$ cat src/rtl/alu_seq_pkg.sv
// alu_seq_pkg: opcodes, sequencer states and bus source encodings shared by the ALU sequencer
package alu_seq_pkg;
  localparam logic [4:0] OP_ADD  = 5'b00011;
  localparam logic [4:0] OP_SUB  = 5'b00100;
  localparam logic [4:0] OP_AND  = 5'b00101;
  localparam logic [4:0] OP_OR   = 5'b00110;
  localparam logic [4:0] OP_SHR  = 5'b00111;
  localparam logic [4:0] OP_SHRA = 5'b01000;
  localparam logic [4:0] OP_SHL  = 5'b01001;
  localparam logic [4:0] OP_ROR  = 5'b01010;
  localparam logic [4:0] OP_ROL  = 5'b01011;
  localparam logic [4:0] OP_MUL  = 5'b01111;
  localparam logic [4:0] OP_DIV  = 5'b10000;
  localparam logic [4:0] OP_NEG  = 5'b10001;
  localparam logic [4:0] OP_NOT  = 5'b10010;
  typedef enum logic [2:0] {IDLE, LOAD_Y, EXEC, WB_LO, WB_HI, DONE} stateT;
  localparam logic [1:0] BUS_NONE = 2'd0;
  localparam logic [1:0] BUS_REG  = 2'd1;
  localparam logic [1:0] BUS_ZLO  = 2'd2;
  localparam logic [1:0] BUS_ZHI  = 2'd3;
endpackage

$ cat src/rtl/alu_op_decode.sv
// alu_op_decode: classifies an ALU opcode as legal, unary (no B operand) and mul/div
module alu_op_decode
  import alu_seq_pkg::*;
(
  input  logic [4:0] op,
  output logic       legal,
  output logic       unary,
  output logic       muldiv
);
  always_comb begin
    unary  = op inside {OP_SHR, OP_SHRA, OP_SHL, OP_ROR, OP_ROL, OP_NEG, OP_NOT};
    muldiv = op inside {OP_MUL, OP_DIV};
    legal  = unary | muldiv | (op inside {OP_ADD, OP_SUB, OP_AND, OP_OR});
  end
endmodule

$ cat src/rtl/alu_sequencer.sv
// alu_sequencer: Moore sequencer driving load-Y / execute-into-Z / write-back for the shared ALU datapath
module alu_sequencer
  import alu_seq_pkg::*;
#(
  parameter int MULDIV_CYCLES = 1
) (
  input  logic       clock,
  input  logic       clear,
  input  logic       start,
  input  logic [4:0] op,
  input  logic [3:0] ra,
  input  logic [3:0] rb,
  input  logic [3:0] rc,
  output logic       busy,
  output logic       done,
  output logic       illegal,
  output logic [1:0] bus_src,
  output logic [3:0] reg_out_sel,
  output logic       y_in,
  output logic       z_in,
  output logic       reg_in,
  output logic       lo_in,
  output logic       hi_in,
  output logic [3:0] reg_in_sel,
  output logic [4:0] alu_control
);
  localparam int CW = $clog2(MULDIV_CYCLES + 1);
  stateT state, nextState;
  logic [4:0] opQ;
  logic [3:0] raQ, rbQ, rcQ;
  logic unaryQ, muldivQ, illegalQ;
  logic [CW-1:0] cnt;
  logic opLegal, opUnary, opMuldiv;
  logic accept;
  alu_op_decode dec (.op(op), .legal(opLegal), .unary(opUnary), .muldiv(opMuldiv));
  assign accept = state == IDLE && start && opLegal;
  always_ff @(posedge clock or negedge clear) begin
    if (!clear) begin
      state    <= IDLE;
      opQ      <= '0;
      raQ      <= '0;
      rbQ      <= '0;
      rcQ      <= '0;
      unaryQ   <= 1'b0;
      muldivQ  <= 1'b0;
      illegalQ <= 1'b0;
      cnt      <= '0;
    end else begin
      state    <= nextState;
      illegalQ <= state == IDLE && start && !opLegal;
      if (accept) begin
        opQ     <= op;
        raQ     <= ra;
        rbQ     <= rb;
        rcQ     <= rc;
        unaryQ  <= opUnary;
        muldivQ <= opMuldiv;
      end
      // loaded on the LOAD_Y->EXEC transition; EXEC leaves when it reaches zero
      cnt <= (state == LOAD_Y) ? (muldivQ ? CW'(MULDIV_CYCLES - 1) : '0)
           : (state == EXEC && cnt != '0) ? cnt - CW'(1) : cnt;
    end
  end
  always_comb begin
    nextState   = state;
    bus_src     = BUS_NONE;
    reg_out_sel = '0;
    y_in        = 1'b0;
    z_in        = 1'b0;
    reg_in      = 1'b0;
    lo_in       = 1'b0;
    hi_in       = 1'b0;
    reg_in_sel  = '0;
    alu_control = '0;
    done        = 1'b0;
    busy        = state != IDLE;
    illegal     = illegalQ;
    case (state)
      IDLE: nextState = accept ? LOAD_Y : IDLE;
      LOAD_Y: begin
        bus_src     = BUS_REG;
        reg_out_sel = raQ;
        y_in        = 1'b1;
        nextState   = EXEC;
      end
      EXEC: begin
        alu_control = opQ;
        z_in        = 1'b1;
        bus_src     = unaryQ ? BUS_NONE : BUS_REG;
        reg_out_sel = unaryQ ? 4'd0 : rbQ;
        nextState   = cnt == '0 ? WB_LO : EXEC;
      end
      WB_LO: begin
        bus_src    = BUS_ZLO;
        lo_in      = muldivQ;
        reg_in     = !muldivQ;
        reg_in_sel = muldivQ ? 4'd0 : rcQ;
        nextState  = muldivQ ? WB_HI : DONE;
      end
      WB_HI: begin
        bus_src   = BUS_ZHI;
        hi_in     = 1'b1;
        nextState = DONE;
      end
      DONE: begin
        done      = 1'b1;
        nextState = IDLE;
      end
      default: nextState = IDLE;
    endcase
  end
endmodule

$ cat config.mk
export PLATFORM = sky130hd
export DESIGN_NAME = alu_sequencer
export DESIGN_NICKNAME = d
export VERILOG_FILES = /design/src/rtl/alu_seq_pkg.sv /design/src/rtl/alu_op_decode.sv /design/src/rtl/alu_sequencer.sv
export SDC_FILE = /design/constraint.sdc
export NUM_CORES = 1
export LEC_CHECK = 0
export CAP_MARGIN = 10
export CORE_MARGIN = 4
export CORE_UTILIZATION = 45
export DETAILED_ROUTE_END_ITERATION = 10
export PLACE_DENSITY = 0.82
export SLEW_MARGIN = 40
export SYNTH_ARGS = -nofsm -noshare
export SYNTH_HDL_FRONTEND = slang
export SYNTH_SLANG_ARGS = --single-unit
export TNS_END_PERCENT = 100
$ cat constraint.sdc
create_clock -name clock -period 2.46 [get_ports clock]
set_input_delay 0.492 -clock clock [delete_from_list [all_inputs] [get_ports clock]]
set_output_delay 0.492 -clock clock [all_outputs]
set_load 0.005 [all_outputs]
# After elaboration in Yosys (flattened, before gate mapping)
# Cells that the tools add are included.
[word_totals] regBits=24 latch_bits=0 ramBits=0 rom_bits=0 in_bits=20 out_inout_bits=23 word_cells=61 memories=0
[op_classes] add_sub_neg=1 multipliers=0 div_mod_pow=0 magnitude_cmp=0 eq_ne=18 shifts=0 n_mux=19 n_bitwise=2 n_reduce_logical=12
[ops] op="$eq A5 B4 Y1 const B" count=5
[ops] op="$eq A5 B3 Y1 const B" count=4
[ops] op="$eq A5 B5 Y1 const B" count=3
[ops] op="$pmux W3 S5" count=1
[ops] op="$mux W1" count=12
[ops] op="$mux W4" count=3
[ops] op="$pmux W2 S4" count=1
[ops] op="$pmux W4 S2" count=1
[ops] op="$reduce_bool A7 Y1" count=1
[ops] op="$eq A3 B2 Y1 const B" count=2
[ops] op="$eq A3 B3 Y1 const B" count=2
[ops] op="$eq A5 B2 Y1 const B" count=1
[ops] op="$mux W5" count=1
[ops] op="$logic_and A1 B1 Y1" count=4
[ops] op="$reduce_bool A2 Y1" count=2
[ops] op="$reduce_bool A4 Y1" count=1
[ops] op="$eq A3 B1 Y1 const B" count=1
[ops] op="$logic_not A3 Y1" count=1
[ops] op="$reduce_bool A3 Y1" count=1
[ops] op="$logic_not A1 Y1" count=2
[ops] op="$or A1 B1 Y1" count=2
[ops] op="$sub A1 B1 Y1 const B" count=1

# Depth between registers and ports, before layout
# Gate-level depths: netlist of the first run.
[depth] word_depth=7 mapped_depth=6

# Cells and area by module
# Synthesis of the first run repeated with hierarchy kept, for this count alone.
[hier_totals] hier_cells=98 hier_area_um2=1238.7
[modules_own_cells] mod="alu_sequencer" instances=1 cells_each=85 area_per_inst_um2=1148.6
[modules_own_cells] mod="alu_op_decode" instances=1 cells_each=13 area_per_inst_um2=90.1

# Worst setup path after synthesis of the first run
# OpenSTA, ideal clock, no wires.
[synth_timing] path_kind="register to register" start="register state[1]" end="register opQ[0]" setup_ns=0.125 t_arrival_ns=1.803 slack_ns=0.531 path_stages_with_launch=7 period_less_slack_ns=1.929 path_cell_list="dfrtp_1 buf_6 or4b_4 a211o_1 o31a_1 buf_6 mux2_4"
[synth_via] elab_chain_cells=3
[synth_rtl] element="start: declaration" line="alu_sequencer.sv:28" rtl="stateT state, nextState;"
[synth_rtl] element="start signal: assignment" line="alu_sequencer.sv:49" rtl="state <= nextState;"
[synth_rtl] element="$logic_not A3 Y1" line="alu_sequencer.sv:36" rtl="assign accept = state == IDLE && start && opLegal;"
[synth_rtl] element="$logic_and A1 B1 Y1 (2 in a row)" line="alu_sequencer.sv:36"
[synth_rtl] element="end signal: assignment" line="alu_sequencer.sv:52" rtl="opQ <= op;"
[synth_rtl] element="end: declaration" line="alu_sequencer.sv:29" rtl="logic [4:0] opQ;"
# No other way between the ends.
# A chain may end at the register's enable or synchronous reset.

# Worst setup path in the final report of the first run
[layout_timing] start="register state[0]" end="output port reg_in_sel[3]"
[layout_via] elab_chain_cells=2
[layout_rtl] element="$eq A3 B2 Y1" line="alu_sequencer.sv:78" rtl="case (state)"
[layout_rtl] element="$mux W4" line="alu_sequencer.sv:78"
[layout_rtl] element="end: declaration" line="alu_sequencer.sv:24" rtl="output logic [3:0] reg_in_sel,"
# No other way between the ends.

==> impl_summary.md, run 1 <==
Worst setup path
Data arrives at the worst endpoint at 1910 ps. The largest individual stage delay along the critical path comes from the cell sky130_fd_sc_hd__clkdlybuf4s50_1. The minimum setup slack among reg-to-reg paths is 240 ps. For the worst setup path, the data required time is 1970 ps. The category of the critical setup timing path is reg2out.

Counting both buffers and inverters, the worst setup path holds a total of 2. The destination of the worst register-to-register timing path is rcQ[1]. In this run the worst setup path terminates at reg_in_sel[3]. STA classifies the critical path startpoint as a flop. The endpoint class of the critical path is an output port. On the worst path, the slowest cell contributes a delay of 490 ps. The cell count along the critical path is 5. The startpoint of the most critical setup path is state[0]. The critical path goes through buf_6, nand3b_1, nor2_4, and2_1, clkdlybuf4s50_1. Along the worst path, the maximum fanout reaches 6. The worst flop-to-flop path startpoint is state[0]. The depth of the most critical reg-to-reg path is 7. The kind of cell with the highest combined delay on the critical path is buffers and inverters.

Final layout
The number of diodes added for antenna fixing is 0. The post-route netlist has 29.56% of its cells at a drive strength greater than 1. Fill cells in the final layout number 174. The commonest non-fill, non-tap cell in the layout is sky130_fd_sc_hd__clkdlybuf4s50_1. The share of the core filled with cells is 74.71%. The final net count is 180. In the layout the commonest cells are sky130_fd_sc_hd__clkdlybuf4s50_1 (39), sky130_fd_sc_hd__dfrtp_1 (21), sky130_fd_sc_hd__mux2_4 (18). The area growth from synthesis to layout is 52.23%. The final non-filler cell total is 189.

Timing
For the pin with the worst max-slew slack, the measured transition is 303.5 ps. After layout, the minimum clock period comes to 2407 ps. The number of max-slew violations in the final report is 0. The clock arrives with 8.354 ps of skew. The final period utilization is 97.84%.

The number of setup violations in the final report is 0. The relative slew slack is 79.77%. The final-report hold violation count came to 0. The timing-limited maximum frequency is 415.5 MHz. Setup repair after global routing could not meet its margin everywhere.

Clock tree
Counting every sink on the clock net gives 24. The worst-case clock buffer depth is 2. The CTS tree is done. The number of H-tree branching levels is 1. The source-to-sink clock delay at the later pin of the worst-skew pair is 310 ps. In this run, CTS created clock tree buffers numbering 3. The cell sitting at the root of the clock tree is a sky130_fd_sc_hd__clkbuf_4.

Clock-pin slew was measured on the worst setup and hold paths at 130 ps.

Logic synthesis
The average instance in the mapped netlist occupies 12.60 um2. Sequential elements use 47.67% of the synthesized area. In this run, distinct cell masters in the synthesized netlist total 31. The cell area that synthesis handed to floorplanning was 0.001260 mm2.

The synthesis-stage register bit count is 24. The Yosys warning count is 0. The count of mapped cells out of synthesis is 100. The number of nets in the synthesized netlist is 120.

Detailed routing
The count of unresolved DRC violations after routing is 0. The detail-routed via count per cell is 5.122. The remaining number of nets flagged by the antenna check after routing is 0.

The sum of routed wire length over all layers is 2890 um. The number of detailed-route iterations in the first pass is 4. The detailed router placed 968 vias in this run. In this run, the number of DRC markers left after iteration 0 of detailed routing was 37. After detailed routing, the average wire length per cell comes to 15.29 um.

GRT
The via count of the first global-routing pass is 941. Entering global routing, the biggest net connects 25 pins. The initial antenna violation count is 0. Global routing used 16.18% of the available tracks across all layers. The first global-routing pass estimated 4353 um of wire.

The sum of overflow across all layers after global routing is 0.

Power
The power share of the combinational group is 51.5%. The design draws 2.057 mW. The leakage power is 0.9659 nW. The cell-internal power is 1.472 mW. Of the total power, the clock network draws 13.5%. The cell area power density is 1072 mW/mm2. The proportion of power drawn by flip-flops and latches is 35.0%.

Net switching is 28.44% of the power. IR analysis of the VDD net gives a maximum drop of 766.1 uV. Summed over all nets, the switching power comes to 0.5848 mW.

Job
The number of max-cap violations is 0.

Die
The die footprint is 0.003711 mm2. The number of top-level pins is 43. The effective utilization at floorplan is 49.07%. The number of standard-cell rows in the floorplan is 18.

The core box area is 0.002567 mm2. The die span in y is 60.92 um. The die width is 60.92 um.

Status
The run finished with clean final reports.

Placed design
After detailed placement, the design holds a cell count of 176. After legalization and detailed placement, the total HPWL measured 2184 um. Routability-driven placement finished with a final weighted congestion of 0.7991.

The count of input and output buffers is 42.

Min path
The tightest min-delay check is of the in2async type.
[registers in the layout, summed over array words and instances, names as in the netlist]
name / count
state: 3
rbQ: 4
raQ: 4
cnt: 1
opQ: 5
rcQ: 4
unaryQ: 1
muldivQ: 1
illegal: 1
[synthesized netlist by cell type]
| cell | number | share of area, % |
|---|---|---|
| sky130_fd_sc_hd__mux2_4 | 18 | 21 |
| sky130_fd_sc_hd__a2bb2o_1 | 1 | 0.79 |
| sky130_fd_sc_hd__a22o_1 | 4 | 2.8 |
| sky130_fd_sc_hd__o2bb2ai_1 | 1 | 0.70 |
| sky130_fd_sc_hd__nand3b_1 | 1 | 0.60 |
| sky130_fd_sc_hd__xnor2_1 | 1 | 0.70 |
| sky130_fd_sc_hd__o22a_1 | 1 | 0.70 |
| sky130_fd_sc_hd__nor2_1 | 6 | 1.8 |
| sky130_fd_sc_hd__a21boi_0 | 1 | 0.60 |
| sky130_fd_sc_hd__or3b_2 | 1 | 0.70 |
| sky130_fd_sc_hd__nand2_1 | 3 | 0.89 |
| sky130_fd_sc_hd__xor2_1 | 1 | 0.70 |
| sky130_fd_sc_hd__nand3_1 | 2 | 0.79 |
| sky130_fd_sc_hd__and3b_1 | 1 | 0.70 |
| sky130_fd_sc_hd__o31a_1 | 1 | 0.70 |
| sky130_fd_sc_hd__a21oi_1 | 3 | 1.2 |
| sky130_fd_sc_hd__and2_1 | 9 | 4.5 |
| sky130_fd_sc_hd__inv_1 | 3 | 0.89 |
| sky130_fd_sc_hd__nand2b_1 | 2 | 0.99 |
| sky130_fd_sc_hd__nor2b_1 | 2 | 0.99 |
| sky130_fd_sc_hd__dfrtp_1 | 24 | 48 |
| sky130_fd_sc_hd__buf_6 | 3 | 2.7 |
| sky130_fd_sc_hd__a211o_1 | 1 | 0.70 |
| sky130_fd_sc_hd__o21ai_0 | 1 | 0.40 |
| sky130_fd_sc_hd__buf_2 | 1 | 0.40 |
| sky130_fd_sc_hd__a2bb2oi_1 | 1 | 0.70 |
| sky130_fd_sc_hd__mux2i_1 | 1 | 0.79 |
| sky130_fd_sc_hd__nor3_1 | 2 | 0.79 |
| sky130_fd_sc_hd__or3_1 | 1 | 0.50 |
| sky130_fd_sc_hd__nor3b_1 | 2 | 1.2 |
| sky130_fd_sc_hd__or4b_4 | 1 | 1.1 |
[metal layers]
layer | up-vias | track usage (%) | part of all wire (%)
li1 | 470 | - | -
met1 | 471 | 20.80 | 42
met2 | 23 | 27.02 | 53
met3 | 4 | 2.128 | 3.1
met4 | 0 | 7.430 | 1.6
met5 | - | 0 | 0
[cell type report]
type	instances	area, um2	area share, %
sequential	24	604.3	31.51
inverter	3	11.26	0.5871
multi-input combinational	69	643.1	33.53
clock inverter	1	30.03	1.566
tap	30	37.54	1.957
timing repair buffer	59	569.3	29.68
clock buffer	3	22.52	1.174
[logic make-up after synthesis]
logic type	synth area share [%]
AND/OR/NAND/NOR	15.49
flip-flops	47.67
multiplexers	22.24
AO/OA/AOI/OAI	9.235
buffers and inverters	3.972
XOR/XNOR	1.391
[stage by stage]
| stage | instance area, um2 | setup WS (ps) | TNS (ps) | hold WS, ps |
|---|---|---|---|---|
| floorplan | 1260 | 531.5 | 0 | 196.4 |
| global placement | 1739 | 63.40 | 0 | 479.4 |
| detailed placement | 1739 | 30.24 | 0 | 487.8 |
| CTS | 1814 | 0.8622 | 0 | 513.6 |
| global route | 1918 | -53.98 | -114.3 | 524.2 |
| finish | 1918 | 53.13 | 0 | 517.3 |
[worst min path at each step]
stage / slack [ps] / depth (start not counted) / startpoint / end
finish: 520 / 2 / clear / unaryQ
global route: 520 / 2 / clear / cnt
CTS: 510 / 2 / clear / rcQ[2]
detailed placement: 490 / 1 / opQ[3] / opQ[3]
global placement: 480 / 2 / cnt / cnt
floorplan: 200 / 0 / clear / cnt
[power groups by stage]
stage          combinational, mW  sequential (mW)  clock, mW
2_1_floorplan              0.558            0.649          0
3_3_place_gp               0.895            0.706          0
3_5_place_dp               0.912            0.717          0
4_1_cts                    0.936            0.722      0.287
5_1_grt                     1.14            0.738      0.305
6_report                    1.06            0.719      0.278
[repair_timing]
| action | in CTS | in global routing |
|---|---|---|
| setup buffers | 0 | 9 |
| pin swaps | 0 | 1 |
| hold buffers | 0 | 0 |
| cloned | 0 | 0 |
| setup endpoints to repair | 15 | 16 |
| gates resized for setup | 7 | 11 |
(Power assumes the default switching activity.)
==> inputs of run 2 (changes only) <==
==> constraint.sdc (replaced) <==
create_clock -name clock -period 2.46 [get_ports clock]
set_input_delay 0.492 -clock clock [delete_from_list [all_inputs] [get_ports clock]]
set_output_delay 0.492 -clock clock [all_outputs]
set_load 0.05 [all_outputs]
==> impl_summary.md, run 2 (same netlist as run 1, synthesis figures left out) <==
Clock tree
The CTS tree is done (unchanged). The source-to-sink clock delay at the later pin of the worst-skew pair is 320 ps (was 310 ps). The clock buffer count from CTS is 3 (unchanged). The root cell of the clock tree is sky130_fd_sc_hd__clkbuf_4 (unchanged). The number of H-tree branching levels was 1 (unchanged). The quantity of hold-fixing buffers added after cts came to 0 (unchanged). The worst-case clock buffer depth is 2 (unchanged). The clock slew at the register clock pins of the worst setup and hold paths is 130 ps (about the same). The number of clock sinks is 24 (unchanged).

Final layout
The register area was 601.8 um2 (was 604.3 um2). The final net count came to 170 (was 180). The multi-input logic area was 628.1 um2 (was 643.1 um2). The flip-flop count of the largest register, all copies and words added is 5 (unchanged).

Top library cells by usage in the layout, fill and taps aside: sky130_fd_sc_hd__dfrtp_1 (23), sky130_fd_sc_hd__clkdlybuf4s50_1 (20), sky130_fd_sc_hd__mux2_4 (18) (was sky130_fd_sc_hd__clkdlybuf4s50_1 (39), sky130_fd_sc_hd__dfrtp_1 (21), sky130_fd_sc_hd__mux2_4 (18)). The register ranked first by flip-flop count is opQ (unchanged). The commonest non-fill, non-tap cell in the layout is sky130_fd_sc_hd__dfrtp_1 (was sky130_fd_sc_hd__clkdlybuf4s50_1). The number of diodes added for antenna fixing is 0 (unchanged). The area growth from synthesis to layout is 50.55% (was 52.23%). The final non-filler cell area is 0.001897 mm2 (was 0.001918 mm2). The share of layout cells above drive strength 1 came to 36.91% (was 29.56%).

The number of fill cells came to 193 (was 174).

Timing
The worst-margin pin slew is 503.2 ps (was 303.5 ps). RSZ-0062 raised after global routing: false (was true). The final period utilization came to 93.67% (was 97.84%). The time the worst path needs with I/O delays and setup is 2304 ps (was 2407 ps). The number of setup violations in the final report came to 0 (unchanged). The timing-limited maximum frequency is 434.0 MHz (was 415.5 MHz). The number of max-slew violations in the final report is 0 (unchanged). The final-report hold violation count came to 0 (unchanged). The relative slew slack is 66.35% (was 79.77%).

The largest clock skew in the final design is 9.868 ps (was 8.354 ps).

Placed design
The final weighted congestion in routability-driven placement was 0.8708 (was 0.7991). The count of input and output buffers is 42 (unchanged). The placed wire-length estimate is 2378 um (was 2184 um). The post-place instance area is 0.001836 mm2 (was 0.001739 mm2).

Detailed routing
The remaining number of nets flagged by the antenna check after routing is 0 (unchanged). The DRC violation total after the first TritonRoute iteration is 48 (was 37). The sum of routed wire length over all layers was 3004 um (was 2890 um). The average routed wire per standard cell is 16.78 um (was 15.29 um). The detail-routed via count per cell came to 5.419 (was 5.122). The detailed-route via count is 970 (was 968). The number of detailed-route iterations in the first pass is 4 (unchanged). The count of unresolved DRC violations after routing is 0 (unchanged).

GRT
The initial antenna violation count is 0 (unchanged). The global-route wire length before repair is 4836 um (was 4353 um). The sum of overflow across all layers after global routing was 0 (unchanged).

The total global-route track usage was 18.16% (was 16.18%). The largest net degree at the start of global routing is 25 (unchanged). The via count of the first global-routing pass was 1013 (was 941).

Die
The die span in y was 60.92 um (unchanged). The die width was 60.92 um (unchanged). The number of standard-cell rows in the floorplan is 18 (unchanged). The die footprint was 0.003711 mm2 (unchanged).

The effective utilization at floorplan is 49.07% (unchanged). The number of top-level pins is 43 (unchanged). The core box area was 0.002567 mm2 (unchanged).

Min path
The path class of the lowest-slack min-delay path is in2async (unchanged).

Power
The sum of internal, switching and leakage power is 2.590 mW (was 2.057 mW). The cell area power density is 1365 mW/mm2 (was 1072 mW/mm2). The highest ir drop seen on vdd was 1083 uV (was 766.1 uV). The leakage power is 0.9326 nW (was 0.9659 nW).

Job
The number of max-cap violations was 0 (unchanged).

Worst setup path
The top fanout value on the critical path is 9 (was 6). The endpoint class of the critical path is an output port (unchanged). The type of origin of the critical path is a flop (unchanged). The category of the critical setup timing path is reg2out (unchanged). The depth of the most critical reg-to-reg path is 5 (was 7). The required time of the critical path is 1970 ps (about the same).

The destination of the worst register-to-register timing path is opQ[3] (was rcQ[1]). The critical path data arrival time is 1810 ps (was 1910 ps). The minimum setup slack among reg-to-reg paths is 370 ps (was 240 ps).

The worst flop-to-flop path startpoint is state[2] (was state[0]).

Status
Outcome: completed (unchanged).
[run 2: cell types whose count changed in the layout (fill, tap and decap cells not counted), sizes merged]
cell	before	now
buf	15	27
clkdlybuf4s50	39	20
dlymetal6s2s	5	2
[run 2: how the worst max path moves through the flow]
stage              from        endpoint  slack [ps]
2_1_floorplan  state[2]   reg_in_sel[0]         -30
3_3_place_gp      start          raQ[2]          70
3_5_place_dp      start          rcQ[2]          50
4_1_cts        state[2]            busy          10
5_1_grt        state[0]  reg_out_sel[2]          20
6_report       state[2]      bus_src[0]         160
[run 2: repair_timing]
action | CTS | global route
resized for setup | 0 | 4
endpoints found under the setup margin | 0 | 10
setup buffers | 0 | 0
[run 2: area by class of cell]
type                    instances  share of cell area, %
clock buffers                   3                  1.187
clock inverters                 1                  1.583
inverters                       3                 0.5937
multi-input cells              69                  33.11
flip-flops and latches         24                  31.73
well taps                      30                  1.979
repair buffers                 49                  29.82
[run 2: power breakdown]
group          total, mW  switching, mW  internal, mW
logic               1.58          0.813         0.764
clock network      0.283          0.118         0.165
registers          0.730          0.156         0.574
[run 2: metrics by stage]
step | TNS [ps] | setup WS (ps) | utilization (%) | hold slack (ps) | instances
floorplan | -138.5 | -34.63 | - | 196.4 | 100
global placement | 0 | 66.99 | 71.49 | 480.2 | 175
detailed placement | 0 | 47.71 | 71.49 | 490.2 | 175
CTS | 0 | 10.70 | 73.54 | 514.3 | 179
global route | 0 | 23.21 | 73.88 | 539.0 | 179
finish | 0 | 155.8 | 73.88 | 518.9 | 179
[run 2: critical path, stage by stage, from the launching register on]
cell and delay (ps):
sky130_fd_sc_hd__dfrtp_1 550, sky130_fd_sc_hd__or3b_2 550, sky130_fd_sc_hd__o21ai_0 200, sky130_fd_sc_hd__buf_12 190
[run 2: per-layer routing]
layer	vias to the layer above	share of wire [%]	GRT usage, %
met5	-	0	0
met3	6	4.2	3.830
li1	453	-	-
met4	0	2.2	7.430
met1	482	43	23.44
met2	29	50	29.62
==> inputs of run 3 (changes only) <==
--- a/config.mk
+++ b/config.mk
@@ -8,6 +8,7 @@
 export CAP_MARGIN = 10
 export CORE_MARGIN = 4
 export CORE_UTILIZATION = 45
+export CTS_CLUSTER_SIZE = 10
 export DETAILED_ROUTE_END_ITERATION = 10
 export PLACE_DENSITY = 0.82
 export SLEW_MARGIN = 40
==> results of run 3 <==
No change in the layout: final DEF, timing and power equal those of run 2.
